$ cat src/rtl/writeback_unit_pkg.sv
// writeback_unit_pkg: shared CPU types for the write-back stage and register bank write port
package writeback_unit_pkg;
    localparam int REG_ADDR_W = 4;
    localparam int DATA_W = 8;
    localparam logic [REG_ADDR_W-1:0] REG_ZERO = 4'h0;

    typedef struct packed {
        logic [REG_ADDR_W-1:0] dest;
        logic [DATA_W-1:0]     data;
    } wb_entry_t;

    typedef enum logic [1:0] {
        EMPTY = 2'd0,
        ONE   = 2'd1,
        FULL  = 2'd2
    } fifo_count_e;

    // A register is pending if a buffered load or the write currently on the port targets it.
    function automatic logic dest_pending(
        input logic [REG_ADDR_W-1:0]      r,
        input logic [1:0]                 ent_valid,
        input logic [1:0][REG_ADDR_W-1:0] ent_dest,
        input logic                       we,
        input logic [REG_ADDR_W-1:0]      wr
    );
        return r != REG_ZERO && ((ent_valid[0] && ent_dest[0] == r) ||
                                 (ent_valid[1] && ent_dest[1] == r) ||
                                 (we && wr == r));
    endfunction
endpackage

$ cat src/rtl/writeback_unit_if.sv
// writeback_unit_if: ALU/load result streams, hazard check, stall and register bank write port
// master: upstream pipeline + register bank side; slave: writeback_unit
interface writeback_unit_if;
    import writeback_unit_pkg::*;
    logic                  i_alu_valid;
    logic [REG_ADDR_W-1:0] i_alu_dest;
    logic [DATA_W-1:0]     i_alu_data;
    logic                  i_ld_valid;
    logic [REG_ADDR_W-1:0] i_ld_dest;
    logic [DATA_W-1:0]     i_ld_data;
    logic                  o_ld_ready;
    logic [REG_ADDR_W-1:0] i_chk_reg1;
    logic [REG_ADDR_W-1:0] i_chk_reg2;
    logic                  o_pending1;
    logic                  o_pending2;
    logic                  o_alu_stall;
    logic                  o_write_en;
    logic [REG_ADDR_W-1:0] o_write_reg;
    logic [DATA_W-1:0]     o_write_data;

    modport master (
        output i_alu_valid, i_alu_dest, i_alu_data, i_ld_valid, i_ld_dest, i_ld_data,
               i_chk_reg1, i_chk_reg2,
        input  o_ld_ready, o_pending1, o_pending2, o_alu_stall, o_write_en, o_write_reg, o_write_data
    );

    modport slave (
        input  i_alu_valid, i_alu_dest, i_alu_data, i_ld_valid, i_ld_dest, i_ld_data,
               i_chk_reg1, i_chk_reg2,
        output o_ld_ready, o_pending1, o_pending2, o_alu_stall, o_write_en, o_write_reg, o_write_data
    );
endinterface

$ cat src/rtl/writeback_unit_fifo2.sv
// writeback_unit_fifo2: 2-entry ordered load buffer with per-entry dest taps for hazard compare
// i_enq/i_enq_entry push at tail, i_deq pops head; o_head, o_count, o_entry_valid/o_entry_dest
// Caller guarantees no enqueue when FULL and no dequeue when EMPTY.
module writeback_unit_fifo2
    import writeback_unit_pkg::*;
(
    input  logic                        i_clk,
    input  logic                        i_reset,
    input  logic                        i_enq,
    input  wb_entry_t                   i_enq_entry,
    input  logic                        i_deq,
    output wb_entry_t                   o_head,
    output fifo_count_e                 o_count,
    output logic [1:0]                  o_entry_valid,
    output logic [1:0][REG_ADDR_W-1:0]  o_entry_dest
);
    wb_entry_t   mem [2];
    logic        head_ptr, tail_ptr;
    fifo_count_e count, count_next;

    always_comb begin
        count_next = (i_enq == i_deq) ? count
                   : i_enq ? (count == EMPTY ? ONE : FULL)
                   : (count == FULL ? ONE : EMPTY);
    end

    always_ff @(posedge i_clk) begin
        if (i_reset) begin
            count    <= EMPTY;
            head_ptr <= 1'b0;
            tail_ptr <= 1'b0;
        end else begin
            count <= count_next;
            if (i_enq) tail_ptr <= ~tail_ptr;
            if (i_deq) head_ptr <= ~head_ptr;
        end
    end

    always_ff @(posedge i_clk) begin
        if (i_enq) mem[tail_ptr] <= i_enq_entry;
    end

    assign o_head           = mem[head_ptr];
    assign o_count          = count;
    assign o_entry_valid[0] = count == FULL || (count == ONE && !head_ptr);
    assign o_entry_valid[1] = count == FULL || (count == ONE && head_ptr);
    assign o_entry_dest[0]  = mem[0].dest;
    assign o_entry_dest[1]  = mem[1].dest;
endmodule

$ cat src/rtl/writeback_unit.sv
// writeback_unit: merges ALU and load results into one ordered register bank write per cycle
// i_clk/i_reset plain; bus carries ALU/load inputs, o_ld_ready, hazard checks, o_alu_stall and write port
// Port priority: ALU, then buffered load, then bypassed incoming load.
module writeback_unit
    import writeback_unit_pkg::*;
#(
    parameter int STARVE_LIMIT = 4
)(
    input logic            i_clk,
    input logic            i_reset,
    writeback_unit_if.slave bus
);
    localparam logic [3:0] LIMIT = 4'(STARVE_LIMIT);

    wb_entry_t                  head, sel, wr_q;
    fifo_count_e                count;
    logic [1:0]                 ent_valid;
    logic [1:0][REG_ADDR_W-1:0] ent_dest;
    logic                       ld_ready, alu_win, ld_live, buf_ne, deq, bypass, enq, sel_valid;
    logic                       we_q, stall_q;
    logic [3:0]                 starve, starve_next;

    assign ld_ready  = count != FULL;
    assign buf_ne    = count != EMPTY;
    assign alu_win   = bus.i_alu_valid && bus.i_alu_dest != REG_ZERO;
    // Dest-0 loads are accepted (handshake completes) but never reach the port or buffer.
    assign ld_live   = bus.i_ld_valid && ld_ready && bus.i_ld_dest != REG_ZERO;
    assign deq       = !alu_win && buf_ne;
    assign bypass    = !alu_win && !buf_ne && ld_live;
    assign enq       = ld_live && !bypass;
    assign sel_valid = alu_win || buf_ne || ld_live;
    assign sel       = alu_win ? wb_entry_t'{dest: bus.i_alu_dest, data: bus.i_alu_data}
                     : buf_ne  ? head
                     : wb_entry_t'{dest: bus.i_ld_dest, data: bus.i_ld_data};

    // A non-empty buffer that does not dequeue means the ALU took the port; clearing at the
    // limit lets the stall pulse last exactly one cycle.
    assign starve_next = (deq || !buf_ne || starve == LIMIT) ? 4'd0 : starve + 4'd1;

    writeback_unit_fifo2 u_fifo (
        .i_clk         (i_clk),
        .i_reset       (i_reset),
        .i_enq         (enq),
        .i_enq_entry   (wb_entry_t'{dest: bus.i_ld_dest, data: bus.i_ld_data}),
        .i_deq         (deq),
        .o_head        (head),
        .o_count       (count),
        .o_entry_valid (ent_valid),
        .o_entry_dest  (ent_dest)
    );

    always_ff @(posedge i_clk) begin
        if (i_reset) begin
            we_q    <= 1'b0;
            wr_q    <= '0;
            stall_q <= 1'b0;
            starve  <= 4'd0;
        end else begin
            we_q    <= sel_valid;
            if (sel_valid) wr_q <= sel;
            stall_q <= starve_next == LIMIT;
            starve  <= starve_next;
        end
    end

    // Upstream must idle the ALU for one cycle after a stall request.
    assert property (@(posedge i_clk) disable iff (i_reset) stall_q |=> !bus.i_alu_valid);

    assign bus.o_ld_ready   = ld_ready;
    assign bus.o_alu_stall  = stall_q;
    assign bus.o_write_en   = we_q;
    assign bus.o_write_reg  = wr_q.dest;
    assign bus.o_write_data = wr_q.data;
    assign bus.o_pending1   = dest_pending(bus.i_chk_reg1, ent_valid, ent_dest, we_q, wr_q.dest);
    assign bus.o_pending2   = dest_pending(bus.i_chk_reg2, ent_valid, ent_dest, we_q, wr_q.dest);
endmodule

$ cat src/flat_wrapper.sv
// flat-port wrapper written by rule: the top's interface ports become plain ports
module writeback_unit_flat import writeback_unit_pkg::*;
#(
    parameter int STARVE_LIMIT = 4
)
  (i_clk, i_reset, bus_i_alu_valid, bus_i_alu_dest, bus_i_alu_data, bus_i_ld_valid, bus_i_ld_dest, bus_i_ld_data, bus_i_chk_reg1, bus_i_chk_reg2, bus_o_ld_ready, bus_o_pending1, bus_o_pending2, bus_o_alu_stall, bus_o_write_en, bus_o_write_reg, bus_o_write_data);
  writeback_unit_if bus_i ();
  input logic i_clk;
  input logic i_reset;
  input wire logic [$bits(bus_i.i_alu_valid)-1:0] bus_i_alu_valid;
  input wire logic [$bits(bus_i.i_alu_dest)-1:0] bus_i_alu_dest;
  input wire logic [$bits(bus_i.i_alu_data)-1:0] bus_i_alu_data;
  input wire logic [$bits(bus_i.i_ld_valid)-1:0] bus_i_ld_valid;
  input wire logic [$bits(bus_i.i_ld_dest)-1:0] bus_i_ld_dest;
  input wire logic [$bits(bus_i.i_ld_data)-1:0] bus_i_ld_data;
  input wire logic [$bits(bus_i.i_chk_reg1)-1:0] bus_i_chk_reg1;
  input wire logic [$bits(bus_i.i_chk_reg2)-1:0] bus_i_chk_reg2;
  output wire logic [$bits(bus_i.o_ld_ready)-1:0] bus_o_ld_ready;
  output wire logic [$bits(bus_i.o_pending1)-1:0] bus_o_pending1;
  output wire logic [$bits(bus_i.o_pending2)-1:0] bus_o_pending2;
  output wire logic [$bits(bus_i.o_alu_stall)-1:0] bus_o_alu_stall;
  output wire logic [$bits(bus_i.o_write_en)-1:0] bus_o_write_en;
  output wire logic [$bits(bus_i.o_write_reg)-1:0] bus_o_write_reg;
  output wire logic [$bits(bus_i.o_write_data)-1:0] bus_o_write_data;
  assign bus_i.i_alu_valid = bus_i_alu_valid;
  assign bus_i.i_alu_dest = bus_i_alu_dest;
  assign bus_i.i_alu_data = bus_i_alu_data;
  assign bus_i.i_ld_valid = bus_i_ld_valid;
  assign bus_i.i_ld_dest = bus_i_ld_dest;
  assign bus_i.i_ld_data = bus_i_ld_data;
  assign bus_i.i_chk_reg1 = bus_i_chk_reg1;
  assign bus_i.i_chk_reg2 = bus_i_chk_reg2;
  assign bus_o_ld_ready = bus_i.o_ld_ready;
  assign bus_o_pending1 = bus_i.o_pending1;
  assign bus_o_pending2 = bus_i.o_pending2;
  assign bus_o_alu_stall = bus_i.o_alu_stall;
  assign bus_o_write_en = bus_i.o_write_en;
  assign bus_o_write_reg = bus_i.o_write_reg;
  assign bus_o_write_data = bus_i.o_write_data;
  writeback_unit #(.STARVE_LIMIT(STARVE_LIMIT)) u_core (.i_clk(i_clk), .i_reset(i_reset), .bus(bus_i));
endmodule
$ cat config.mk
export PLATFORM = sky130hd
export DESIGN_NAME = writeback_unit_flat
export DESIGN_NICKNAME = d
export VERILOG_FILES = /design/src/rtl/writeback_unit_pkg.sv /design/src/rtl/writeback_unit_if.sv /design/src/rtl/writeback_unit_fifo2.sv /design/src/rtl/writeback_unit.sv /design/src/flat_wrapper.sv
export SDC_FILE = /design/constraint.sdc
export NUM_CORES = 1
export LEC_CHECK = 0
export CORE_MARGIN = 5
export CORE_UTILIZATION = 50
export DETAILED_ROUTE_END_ITERATION = 6
export PLACE_DENSITY = 0.84
export SLEW_MARGIN = 20
export SYNTH_ARGS = -nofsm -noshare
export SYNTH_HDL_FRONTEND = slang
export SYNTH_SLANG_ARGS = --single-unit
$ cat constraint.sdc
create_clock -name i_clk -period 2.2 [get_ports i_clk]
set_input_delay 0.44 -clock i_clk [delete_from_list [all_inputs] [get_ports i_clk]]
set_output_delay 0.44 -clock i_clk [all_outputs]
set_load 0.02 [all_outputs]
==> summary.md, run 1 <==
| Metric | Value |
|---|---|
| Max-cap violations | `0` |
| Post-synthesis xor/xnor area fraction | `9.67%` |
| Post-layout instance area | `3190 sq um` |
| Final ANT Viol Nets | `0` |
| Seq cells post-synth | `47` |
| Max reg flops | `24` |
| Fmax | `0.466 GHz` |
| Setup crit end kind | `primary output` |
| Largest family of logic cells by synthesized area | `simple AND/OR/NAND/NOR gates` |
| Post-synth EDFFs | `24` |
| Area after DPL | `3060 sq um` |
| Final #Nets | `337` |
| Longest Clk Path Bufs | `2` |
| RSZ-0062 raised after global routing | `yes` |
| Largest net degree at the start of global routing | `20` |
| Root Driver | `clkbuf_8` |
| Syn Nets | `263` |
| Clk_skew | `0.00720 ns` |
| Yosys Warn Count | `0` |
| H-tree depth | `2` |
| Initial antenna violation count | `0` |
| Syn-to-layout area delta | `35.7%` |
| Post-synthesis mux area share | `5.58%` |
| Critical path class | `reg2out` |
| Starting Density | `50.5%` |
| CP Max Fanout | `4` |
| Worst Hold Class | `reg2reg` |
| Routed vias/inst | `5.64` |
| Core Area | `4660 sq um` |
| CTS sink cnt | `47` |
| Slew Limit Fails | `0` |
| N_diodes | `0` |
| Compound-Gate Fraction of Synth Area | `13.1%` |
| Number of buffers created by CTS | `5` |
| I/O pins | `53` |
| Power density over the cells | `612 nW/um^2` |
| Outcome | `finished, final reports clean` |
| Setup violators final | `0` |
| Total gr overflow | `0` |
| Ys flop type | `edfxtp_1` |
| Cell count after synthesis | `225` |
| R2R setup slack | `0.39 ns` |
| CTS Hold Bufs | `0` |
| Drt pass-1 iters | `4` |
| Register area share after synthesis | `50.2%` |
| Worst-path clk slew | `0.08 ns` |
| Share of layout cells above drive strength 1 | `15.7%` |
| CTS tree | `yes` |
| Peak supply drop | `0.450 mV` |
| Fin cells | `354` |
| Detailed Route WL | `5.89 mm` |
| Port Buffers | `52` |
| Startpoint types | `flop` |
| Synth Area in Simple Gates | `15.6%` |
| Post-Synth Adder-Cell Area | `1.06%` |
| Critical Path RT | `1.76 ns` |
| Worst-margin pin slew | `0.835 ns` |
| Minimum clock period | `2.15 ns` |
| Routed len/inst | `16.6 um` |
| Final period util | `97.5%` |
| Clk_lat worst skew | `0.30 ns` |
| Number of global-route vias before repair | `2,091` |
| Number of DRC markers in iteration 0 | `65` |
| Mapped cell area | `2350 sq um` |
| LEAKAGE | `1.14 nW` |
| Hold Violations, Final | `0` |
| Synth cell types | `35` |
| Via Count | `1,996` |
| Die Wd | `78.6 um` |
| Asr flop ratio synth | `0%` |
| Die ar. | `6180 sq um` |
| Critical Path AT | `1.71 ns` |
| Mean post-synth cell area | `10.5 sq um` |
| First-pass GRT wire length | `9.43 mm` |
| Reg with most FFs | `u_core.u_fifo.mem` |
| Worst r2r path cells | `5` |
| Remaining DRCs | `0` |
| Hold depth | `1` |
| Gr usage total | `19.6%` |
| Relative slew slack | `44.3%` |
| # rows | `25` |
| HPWL Detailed | `4.39 mm` |
| Placed cell count | `341` |
| Die H | `78.6 um` |
| Routability cong. | `0.845` |
==> logic make-up after synthesis <==
family | count (synthesis)
xor gates and xnor gates | 26
adders and majority gates | 2
DFF | 47
buffers and inverters | 23
and+or+nand+nor | 71
AOI/OAI and AO/OA | 43
muxes | 13
==> cells in the final DEF, fill, tap and decap left out, types with 3 or more instances in the layout <==
cell type         n
edfxtp_1         24
or3_1             4
dfxtp_1          23
nand3_1           9
mux2i_1          12
xor2_1            9
nand2_1           5
xnor2_1          17
o211ai_1          3
buf_4            32
clkbuf_8          5
a22oi_1           4
o22ai_1           7
nor2_1           17
clkdlybuf4s50_1  42
nor4_1            3
inv_1             7
dlygate4sd2_1     7
nand4_1           6
a21oi_1           8
nor3_1           19
o21ai_0           9
==> power breakdown <==
group	internal (mW)	switching, mW
clock network	0.219	0.271
registers	0.979	0.0401
logic	0.222	0.223
==> cell type report <==
| class | count | area [sq um] |
|---|---|---|
| clock buffer | 6 | 72.6 |
| clock inverter | 2 | 8.76 |
| fill | 365 | 1470 |
| inverter | 7 | 26.3 |
| multi-input combinational | 155 | 1100 |
| sequential | 47 | 1180 |
| tap | 54 | 67.6 |
| timing repair buffer | 83 | 739 |
==> per-layer routing <==
metal / up-vias / GRT usage, % / routed length [um]
met2: 60 / 35.1 / 3050
met3: 19 / 3.90 / 241
met1: 942 / 20.8 / 2400
met5: - / 0 / 0
met4: 0 / 12.6 / 193
li1: 975 / - / -
==> worst max-delay path, stage by stage, from the launching register on <==
cell	delay (ns)
edfxtp_1	0.48
buf_4	0.18
xor2_1	0.16
nor3_1	0.21
nand4_1	0.12
o211ai_1	0.10
buf_4	0.17
==> Yosys cell counts, types with 2 or more instances <==
| master | n | area (sq um) |
|---|---|---|
| edfxtp_1 | 24 | 721 |
| dfxtp_1 | 23 | 460 |
| nor3_1 | 20 | 100 |
| nor2_1 | 17 | 63.8 |
| xnor2_1 | 17 | 149 |
| mux2i_1 | 12 | 120 |
| clkbuf_1 | 10 | 37.5 |
| nand3_1 | 9 | 45.0 |
| o21ai_0 | 9 | 45.0 |
| xor2_1 | 9 | 78.8 |
| a21oi_1 | 8 | 40.0 |
| inv_1 | 7 | 26.3 |
| o22ai_1 | 7 | 43.8 |
| nand4_1 | 6 | 37.5 |
| nand2_1 | 5 | 18.8 |
| nor4_1 | 5 | 31.3 |
| a22oi_1 | 4 | 30.0 |
| or3_1 | 4 | 25.0 |
| buf_2 | 3 | 15.0 |
| buf_6 | 3 | 33.8 |
| o211ai_1 | 3 | 22.5 |
| a211oi_1 | 2 | 15.0 |
| a311oi_1 | 2 | 17.5 |
| a31oi_1 | 2 | 12.5 |
| ha_1 | 2 | 25.0 |
| nand2b_1 | 2 | 12.5 |
| o41a_1 | 2 | 22.5 |
==> repair_timing <==
item	in CTS	in global routing
gates resized for setup	16	5
pin swaps	0	4
hold endpoints to repair	0	0
setup endpoints to repair	2	2
buffers inserted	0	5
==> through the flow <==
step | hold WS (ns) | total power, mW | TNS (ns) | setup WS, ns | util [%]
finish | 0.488 | 1.95 | 0 | 0.0548 | 68.5
global route | 0.519 | 2.04 | -0.0691 | -0.0691 | 68.5
CTS | 0.489 | 1.96 | 0 | 0.0556 | 67.5
detailed placement | 0.470 | 1.48 | -1.85 | -0.457 | 65.7
global placement | 0.450 | 1.46 | -1.09 | -0.388 | 65.7
floorplan | 0.430 | 1.27 | 0 | 0.432 | -
==> worst paths after layout <==
| check | startpoint | endpoint |
|---|---|---|
| setup / recovery | u_core.u_fifo.mem[1][9]$_DFFE_PP_ | bus_o_pending2 |
| hold / removal | u_core.starve[0]$_SDFF_PP0_ | u_core.starve[0]$_SDFF_PP0_ |
| setup reg to reg | u_core.u_fifo.o_count[0]$_SDFFE_PP0P_ | u_core.bus.o_write_reg[3]$_SDFFE_PP0P_ |
| hold reg to reg | u_core.starve[0]$_SDFF_PP0_ | u_core.starve[0]$_SDFF_PP0_ |
(Power assumes the default switching activity.)
==> run 2: changes to the inputs <==
Settings changed: CORE_ASPECT_RATIO set to 1.1, CORE_UTILIZATION 50 to 25, PLACE_DENSITY 0.84 to 0.5.
==> run 2 against run 1 <==
Die area up 85%. Worst hold slack worse by 0.015 ns. Wire length up 3.5%. Clock power up 4%. Core utilization down 33 points. First-iteration DRC count up 38%. Critical endpoint is now bus_o_pending1. Largest cell class unchanged.
==> summary.md, run 2 (same netlist as run 1, synthesis figures left out) <==
| Metric | Value |
|---|---|
| Commonest cells after routing, fill and taps aside | `clkdlybuf4s50_1, buf_4, edfxtp_1` |
| # rows | `37` |
| Initial antenna violation count | `0` |
| Worst Hold Class | `reg2reg` |
| Number of global-route vias before repair | `2,008` |
| Remaining DRCs | `0` |
| Outcome | `finished, final reports clean` |
| Placed cell count | `414` |
| Reg with most FFs | `u_core.u_fifo.mem` |
| I/O pins | `53` |
| Worst-margin pin slew | `0.970 ns` |
| Cell-by-cell listing of the critical path | `nor4_1 -> nor3_1 -> nand4_1 -> o211ai_1 -> buf_2` |
| Gr usage total | `10.9%` |
| GR Util met3 | `2.63%` |
| WP buf/inv | `1` |
| Minimum clock period | `2.03 ns` |
| Via Count | `1,953` |
| Die H | `112 um` |
| Final ANT Viol Nets | `0` |
| CTS Hold Bufs | `0` |
| Setup tns final | `0 ns` |
| Clk_skew | `0.00907 ns` |
| Longest Clk Path Bufs | `2` |
| Slew Limit Fails | `0` |
| Number of buffers created by CTS | `5` |
| Post-CTS setup buffer count | `0` |
| LEAKAGE | `1.21 nW` |
| Critical Path RT | `1.76 ns` |
| Startpoint types | `flop` |
| Fin cells | `422` |
| First-pass GRT wire length | `9.82 mm` |
| Slowest cell delay on critical path | `0.51 ns` |
| Critical path class | `reg2out` |
| CTS tree | `yes` |
| Core Area | `9310 sq um` |
| HPWL Detailed | `4.71 mm` |
| Die Wd | `103 um` |
| Detailed Route WL | `6.10 mm` |
| Drt pass-1 iters | `4` |
| Largest net degree at the start of global routing | `20` |
| Die ar. | `11,500 sq um` |
| H-tree depth | `2` |
| Fmax | `0.493 GHz` |
| Total gr overflow | `0` |
| Most common cell after layout, fill and taps aside | `clkdlybuf4s50_1` |
| Met1 Use GR | `13.8%` |
| Relative slew slack | `35.3%` |
| Worst-path clk slew | `0.09 ns` |
| Peak supply drop | `0.368 mV` |
| Root Driver | `clkbuf_8` |
| Starting Density | `25.3%` |
| Power density over the cells | `593 nW/um^2` |
| CP max stage cell | `edfxtp_1` |
| Setup crit end kind | `primary output` |
| Routability cong. | `0.831` |
| Critical Path AT | `1.59 ns` |
| RSZ-0062 raised after global routing | `no` |
| Grt met2 use | `18.1%` |
| R2R setup slack | `0.33 ns` |
| Share of layout cells above drive strength 1 | `16.4%` |
| Grt peak-use layer | `met2` |
| CTS sink cnt | `47` |
| Hold Violations, Final | `0` |
| Number of DRC markers in iteration 0 | `90` |
| N_diodes | `0` |
| CP Max Fanout | `5` |
| Routed len/inst | `14.5 um` |
| Clk_lat worst skew | `0.29 ns` |
| Syn-to-layout area delta | `42.2%` |
| Final period util | `92.2%` |
| CP delay by family, top | `simple AND/OR/NAND/NOR gates` |
| Port Buffers | `52` |
| Max-cap violations | `0` |
| Routed vias/inst | `4.63` |
| Final #Nets | `342` |
| Setup violators final | `0` |
| Max reg flops | `24` |
[run 2: cell types whose count changed in the layout (fill, tap and decap cells not counted), moves of 2 or more]
cell            change
dlymetal6s2s_1      +6
dlygate4sd2_1       -6
nor4_1              +2
buf_12              +3
[run 2: area by class of cell]
cell class / count / area (sq um)
clock inverters: 3 / 20.0
flip-flops and latches: 47 / 1180
fillers: 951 / 5960
multi-input cells: 155 / 1070
clock buffers: 5 / 68.8
repair buffers: 88 / 835
inverters: 7 / 26.3
well taps: 117 / 146
[run 2: through the flow]
stage | instance area [sq um] | util (%) | hold WS (ns) | setup WS [ns] | power [mW]
final | 3350 | 36.0 | 0.473 | 0.171 | 1.99
after global routing | 3350 | 36.0 | 0.495 | 0.0712 | 2.10
after CTS | 3330 | 35.8 | 0.481 | 0.0201 | 2.02
after detailed placement | 3250 | 35.0 | 0.461 | -0.431 | 1.51
after global placement | 3250 | 35.0 | 0.453 | -0.411 | 1.50
after floorplan | 2350 | - | 0.430 | 0.432 | 1.27
[run 2: power by group]
part / internal, mW / total [mW] / switching, mW / leakage, nW
clock network: 0.222 / 0.508 / 0.287 / 0.0418
logic: 0.240 / 0.459 / 0.219 / 0.761
registers: 0.979 / 1.02 / 0.0417 / 0.411
total: 1.44 / 1.99 / 0.547 / 1.21
[run 2: timing repair]
item	CTS	global route
resized for setup	9	7
setup endpoints to repair	2	2
pin swaps	0	0
[run 2: path summary, 6_finish.rpt]
kind	to	cells past startpoint	from
worst min register to register	u_core.starve[0]$_SDFF_PP0_	1	u_core.starve[0]$_SDFF_PP0_
worst max register to register	u_core.bus.o_write_reg[3]$_SDFFE_PP0P_	5	u_core.u_fifo.o_count[0]$_SDFFE_PP0P_
worst min-delay path	u_core.starve[0]$_SDFF_PP0_	1	u_core.starve[0]$_SDFF_PP0_
worst max-delay path	bus_o_pending1	5	u_core.u_fifo.mem[1][9]$_DFFE_PP_
[run 2: routing by layer]
| metal | wire, um | vias to the layer above |
|---|---|---|
| met3 | 259 | 6 |
| met5 | 0 | - |
| met4 | 66 | 0 |
| li1 | - | 984 |
| met1 | 2760 | 918 |
| met2 | 3010 | 45 |
[run 2: worst reg2reg max path, cell delays in order, from the launching register on]
cell and delay, ns:
dfxtp_1 0.33, buf_4 0.15, or2_0 0.56, or3_1 0.48
a22oi_1 0.16, nor3_1 0.07
